`src/rtl/div_ctrl.sv`:
```
// Iterative 32-bit divider for the EX stage: one restoring step per cycle, signed/unsigned
// quotient or remainder, with flush and divide-by-zero handling.
module div_ctrl #(
   parameter int unsigned DIV_ZERO_FAST = 1
) (
   input  logic        clk,
   input  logic        reset,
   input  logic        in_valid,
   output logic        in_ready,
   input  logic [1:0]  op,
   input  logic [31:0] src1,
   input  logic [31:0] src2,
   input  logic        flush,
   output logic        out_valid,
   input  logic        out_ready,
   output logic [31:0] result,
   output logic        busy
);

   typedef enum logic [1:0] {StIdle, StCalc, StDone} state_e;

   state_e      state_q, state_d;
   logic [5:0]  cnt_q;
   logic [1:0]  op_q;
   logic [63:0] part_q;
   logic [31:0] divisor_q;
   logic [31:0] src1_q;
   logic        q_neg_q, r_neg_q, zero_q;

   logic        accept, step, signed_op, src2_zero;
   logic [31:0] abs1, abs2;
   logic [63:0] shifted, part_step;
   logic [33:0] diff;
   logic [31:0] quo_fix, rem_fix;

   assign in_ready  = (state_q == StIdle) & ~flush;
   assign out_valid = (state_q == StDone) & ~flush;
   assign busy      = (state_q != StIdle);
   assign accept    = in_valid & in_ready;
   assign step      = (state_q == StCalc) & ~flush;

   assign signed_op = ~op[1];
   assign src2_zero = (src2 == 32'd0);
   assign abs1      = (signed_op & src1[31]) ? -src1 : src1;
   assign abs2      = (signed_op & src2[31]) ? -src2 : src2;

   // part_q[63] is kept in the trial subtract: after the shift the remainder may need 33 bits
   always_comb begin
      shifted   = {part_q[62:0], 1'b0};
      diff      = {1'b0, part_q[63], shifted[63:32]} - {2'b00, divisor_q};
      part_step = shifted;
      if (!diff[33]) begin
         part_step = {diff[31:0], shifted[31:1], 1'b1};
      end
   end

   always_comb begin
      state_d = state_q;
      if (flush) begin
         state_d = StIdle;
      end else begin
         unique case (state_q)
            StIdle: begin
               if (in_valid) begin
                  state_d = ((DIV_ZERO_FAST != 0) && src2_zero) ? StDone : StCalc;
               end
            end
            StCalc: begin
               if (cnt_q == 6'd31) state_d = StDone;
            end
            StDone: begin
               if (out_ready) state_d = StIdle;
            end
            default: state_d = StIdle;
         endcase
      end
   end

   always_ff @(posedge clk or posedge reset) begin
      if (reset) begin
         state_q   <= StIdle;
         cnt_q     <= 6'd0;
         op_q      <= 2'd0;
         part_q    <= 64'd0;
         divisor_q <= 32'd0;
         src1_q    <= 32'd0;
         q_neg_q   <= 1'b0;
         r_neg_q   <= 1'b0;
         zero_q    <= 1'b0;
      end else begin
         state_q <= state_d;
         if (accept) begin
            cnt_q     <= 6'd0;
            op_q      <= op;
            part_q    <= {32'd0, abs1};
            divisor_q <= abs2;
            src1_q    <= src1;
            q_neg_q   <= signed_op & (src1[31] ^ src2[31]);
            r_neg_q   <= signed_op & src1[31];
            zero_q    <= src2_zero;
         end else if (step) begin
            cnt_q  <= cnt_q + 6'd1;
            part_q <= part_step;
         end
      end
   end

   // A zero divisor overrides the iterated value: all-ones quotient, raw dividend remainder
   always_comb begin
      quo_fix = q_neg_q ? -part_q[31:0] : part_q[31:0];
      rem_fix = r_neg_q ? -part_q[63:32] : part_q[63:32];
      if (zero_q) begin
         quo_fix = 32'hFFFF_FFFF;
         rem_fix = src1_q;
      end
      result = op_q[0] ? rem_fix : quo_fix;
   end

endmodule

```
`config.mk`:
```
export PLATFORM = sky130hd
export DESIGN_NAME = div_ctrl
export DESIGN_NICKNAME = d
export VERILOG_FILES = /design/src/rtl/div_ctrl.sv
export SDC_FILE = /design/constraint.sdc
export NUM_CORES = 1
export LEC_CHECK = 0
export BUFFER_PORTS_ARGS = -buffer_cell sky130_fd_sc_hd__buf_2
export CAP_MARGIN = 10
export CORE_MARGIN = 1.5
export CORE_UTILIZATION = 55
export DETAILED_ROUTE_END_ITERATION = 16
export PLACE_DENSITY = 0.75
export SLEW_MARGIN = 20
export SYNTH_ARGS = -nofsm -noshare
export SYNTH_HDL_FRONTEND = slang
export SYNTH_SLANG_ARGS = --single-unit
```
`constraint.sdc`:
```
create_clock -name clk -period 8.61 [get_ports clk]
set_input_delay 1.722 -clock clk [delete_from_list [all_inputs] [get_ports clk]]
set_output_delay 1.722 -clock clk [all_outputs]
set_load 0.01 [all_outputs]
```
# Word level (Yosys, flattened, before mapping)
# Index checks and enable logic that the tools add are counted.
[op_classes]
n_bitwise = 10
n_eq_ne = 6
reduce_logical = 5
add_sub_neg = 6
muxes = 18
[op_table]
columns = ["cell", "n"]
rows = [
  ["two-way mux 32 bit", 7],
  ["two-way mux 64 bit", 3],
  ["negation 32 bit", 4],
  ["subtractor 33 x 32 -> 34 bit", 1],
  ["zero test 32 bit", 1],
  ["two-way mux 6 bit", 2],
  ["two-way mux 2 bit", 5],
  ["AND 1 bit", 7],
  ["adder 6 x 1 -> 6 bit, second input constant", 1],
  ["equality test 6 x 5 -> 1 bit, second input constant", 1],
  ["!= test 3 bit, second input constant", 2],
  ["case mux 2 bit (3 select lines)", 1],
  ["nonzero test 2 bit", 2],
  ["!= test 3 x 2 -> 1 bit, second input constant", 1],
  ["AND reduction 3 bit", 1],
  ["equality test 2 x 1 -> 1 bit, second input constant", 1],
  ["equality test 2 bit, second input constant", 1],
  ["zero test 2 bit", 1],
  ["inverter 1 bit", 2],
  ["bitwise XOR 1 bit", 1],
]
[word_totals]
in_bits = 71
out_inout_bits = 35
ff_bits = 140
elab_cells = 54

# Longest topological paths before layout
[depth]
ltp_word = 5
depth_mapped = 13
ltp_nobuf = 13

# Worst setup path after synthesis
# No wires, ideal clock.
[synth_path]
kind = "flip-flop to output port"
startpoint = "register part_q[53]"
endpoint = "output result[29]"
t_required_ps = 6888
stages_incl_launch_ff = 9
path_buffers = 0
slack_ps = 4262
arrival_ps = 2626
path_cell_list = "dfrtp_1 -> or4_1 -> or3_1 -> or3_1 -> nor2_1 -> nand3_1 -> o31ai_1 -> xor2_1 -> a221oi_1"
[synth_between]
elab_chain_len = 4
[synth_rtl]
columns = ["item", "line_no", "rtl"]
rows = [
  ["start: declaration", "25", "logic [63:0] part_q;"],
  ["start signal: assignment", "95", "part_q <= {32'd0, abs1};"],
  ["start signal: assignment", "103", "part_q <= part_step;"],
  ["negation 32 bit", "111", "rem_fix = r_neg_q ? -part_q[63:32] : part_q[63:32];"],
  ["two-way mux 32 bit", "111", ""],
  ["two-way mux 32 bit", "112", "if (zero_q) begin"],
  ["two-way mux 32 bit", "116", "result = op_q[0] ? rem_fix : quo_fix;"],
  ["end: declaration", "16", "output logic [31:0] result,"],
]
# Every way passes these cells.

# Worst setup path in the final report
[layout_path]
startpoint = "register part_q[41]"
endpoint = "output result[30]"
# The elaborated chain is that of the path after synthesis.

==> results.py <==
metrics = {
    "sta": {
        "rsz0062_at_grt": "no",
        "finalHoldWorstSlack_ns": 0.478,
        "hold_viol": 0,
        "finalSetupViolCount": 0,
        "setup_ws_ns": 3.39,
        "setup_tns_ns": 0,
        "slew_violations": 0,
        "fin_skew_ns": 0.00670,
        "tightest_slew_ns": 1.09,
        "fmax_ghz": 0.192,
        "fin_crit_sh_pct": 60.6,
        "relSlewSlack_pct": 27.1,
        "min_period_ns": 5.22,
    },
    "global_route": {
        "grt_start_max_net_pins": 88,
        "grtUsageTotal_pct": 29.0,
        "overflow": 0,
        "grt_pass1_wl_um": 46500,
        "grt_pass1_vias": 9378,
        "antenna_found_initial": 0,
    },
    "floorplanning": {
        "rows": 50,
        "fp.dieW_um": 142,
        "coreArea_um2": 18800,
        "dieArea_um2": 20200,
        "io_pins": 106,
        "die_h_um": 142,
        "start_util_pct": 56.6,
    },
    "placed_design": {
        "placed_cells": 1668,
        "hpwlAfterDp_um": 20100,
        "place_area_um2": 11300,
        "pre_cts_ws_ns": 3.90,
        "io_buffers": 105,
        "place_congestion": 0.916,
    },
    "route": {
        "routed_wl_um": 28400,
        "vias": 10000,
        "drc": 0,
        "drt_iter0_markers": 743,
        "avgViaCountPerCell": 5.89,
        "postRouteAntennaNets": 0,
        "drt-pass1-iter-count": 5,
        "wl_per_cell_um": 16.7,
    },
    "synthesis": {
        "ys_seq_area_share_pct": 32.9,
        "synth_area_um2": 10700,
        "syn-num-nets": 1473,
        "yosys_register_bits": 140,
        "synthMuxAreaShare_pct": 2.64,
        "synth_xor_area_share_pct": 12.3,
        "syn_inst": 1364,
        "ys_warn_count": 0,
        "synthArstFlopShare_pct": 100,
        "synth_top_family_by_area": "simple AND/OR/NAND/NOR gates",
        "synth_edf_count": 0,
        "synth-simple-area-share_pct": 21.6,
        "avgSynthCellArea_um2": 7.81,
        "yosysUniqueCellTypes": 67,
        "synth_fa_ha_area_share_pct": 4.53,
        "synth_compound_area_share_pct": 21.5,
        "synthFlopType": "dfrtp_1",
    },
    "cells_and_area": {
        "final_cell_mix": "nand2_1 (255), dfrtp_1 (140), o21ai_0 (133)",
        "fillCellCount": 1602,
        "design_area_um2": 12000,
        "multiInputGateArea_um2": 6680,
        "fin_cells": 1700,
        "seq_area_um2": 3500,
        "n_antenna_cell": 0,
        "fin_nets": 1536,
        "final_common_cell": "nand2_1",
        "syn_to_final_growth_pct": 12.2,
        "layout-drive-gt1-share_pct": 12.3,
    },
    "worst_setup_path": {
        "crit_required_ns": 6.89,
        "r2r_cells": 11,
        "worstSetupEndpointType": "output port",
        "cp_slowest_cell": "or4_1",
        "worstPathArrival_ns": 3.49,
        "rr_startpoint": "part_q[51]$_DFFE_PP0P_",
        "critPathMaxStageDelay_ns": 0.53,
        "r2r_slack_ns": 5.03,
        "start_kind": "register",
        "cp_max_fo": 6,
        "crit_chain": "or3_1 > or3_1 > or4_1 > nand2b_1 > nand2b_1 > o21ai_1 > xnor2_1 > a211oi_1 > nor2_1 > buf_2",
        "crit_type": "reg2out",
        "r2r-end": "part_q[62]$_DFFE_PP0P_",
    },
    "clock_network": {
        "post_cts_resized": 0,
        "clk_latency_ns": 0.43,
        "cts_sinks": 140,
        "cts_root_buffer": "clkbuf_16",
        "clk_path_buf_depth": 2,
        "cts.clk_slew.worst_paths_ns": 0.06,
        "cts_setup_buffers": 0,
        "postCtsHoldBufs": 0,
        "cts_max_level": 4,
        "cts-buffers-inserted": 17,
        "cts_tree": "built",
    },
    "worst_hold_path": {
        "worstHoldStart": "src1_q[1]$_DFFE_PP0P_",
        "hold_path_class": "reg2reg",
        "worst_hold_path.endpoint": "src1_q[1]$_DFFE_PP0P_",
        "hold_path_depth": 2,
    },
    "status": {
        "outcome": "finished clean",
    },
    "power_and_ir_drop": {
        "power_density_nw_per_um2": 302,
        "peakVddDrop_uv": 185,
        "p_leak_uw": 0.00540,
    },
    "job": {
        "drv_cap": 0,
    },
}
-- synthesized netlist by cell type (10+ instances only) --
master,instances,area share [%]
o21ai_0,133,6.3
nand2b_1,11,0.65
nand2_1,257,9.1
nand4_1,10,0.59
nor2_1,113,4.0
xnor2_1,73,6.0
and3_1,10,0.59
nor2b_1,10,0.59
dfrtp_1,140,33
a31oi_1,32,1.9
or3_1,16,0.94
nor3_1,14,0.66
a21o_1,11,0.78
o22a_1,23,1.9
inv_1,56,2.0
o31ai_1,23,1.6
xor2_1,76,6.3
or4_1,10,0.70
nand3_1,39,1.8
clkbuf_1,64,2.3
mux2i_1,27,2.5
a21oi_1,68,3.2
ha_1,37,4.3
-- power breakdown --
part           internal, µW  total, µW  switching, µW  leakage [µW]
combinational           784       1790           1000       0.00336
clock                   460        775            315      0.000295
sequential              819       1050            226       0.00175
total                  2060       3610           1540       0.00540
-- cells by family (layout without fill, tap and decap cells) --
kind of cell,after synthesis,count (layout)
AO/OA/AOI/OAI,363,363
XOR/XNOR,149,149
adder cells (fa/ha/maj),38,38
buffers and inverters,128,204
flip-flops,140,140
multiplexers,28,28
AND/OR/NAND/NOR,518,518
-- state kept, by name (all words and copies together), names as in the netlist --
register,count
src1_q,32
q_neg_q,1
state_q,2
cnt_q,6
op_q,1
divisor_q,32
zero_q,1
part_q,64
r_neg_q,1
-- layer usage --
metal,GRT usage [%],up-vias,share of wire (%)
met5,0,-,0
met4,10.4,0,2.9
met3,5.22,56,5.8
met2,47.2,328,46
met1,38.8,4742,45
li1,-,4889,-
-- area by class of cell --
| type | count | share of cell area (%) |
|---|---|---|
| tap | 260 | 2.72 |
| sequential | 140 | 29.3 |
| timing repair buffer | 116 | 5.09 |
| inverter | 56 | 1.80 |
| clock buffer | 17 | 3.56 |
| clock inverter | 15 | 1.58 |
| multi-input combinational | 1096 | 55.9 |
-- critical path, delay by kind of cell (launching register included) --
family                    cells  cell delay [ns]
xor gates and xnor gates      1             0.09
and+or+nand+nor               6             1.91
DFF                           1             0.44
AOI/OAI and AO/OA             2             0.49
buffers and inverters         1             0.14
-- worst max-delay path by stage --
stage / start / to
floorplan: reset / cnt_q[0]$_DFFE_PP0P_
global placement: part_q[41]$_DFFE_PP0P_ / result[30]
detailed placement: part_q[53]$_DFFE_PP0P_ / result[29]
CTS: part_q[0]$_DFFE_PP0P_ / result[30]
global route: part_q[1]$_DFFE_PP0P_ / result[30]
finish: part_q[41]$_DFFE_PP0P_ / result[30]
-- per-stage QoR --
stage / util (%) / total power [µW]
final: 63.5 / 3610
after global routing: 63.5 / 3870
after CTS: 63.5 / 3600
after detailed placement: 60.2 / 2810
after global placement: 60.2 / 2770
after floorplan: - / 2350
No activity file was read; power rests on OpenSTA's default activity.
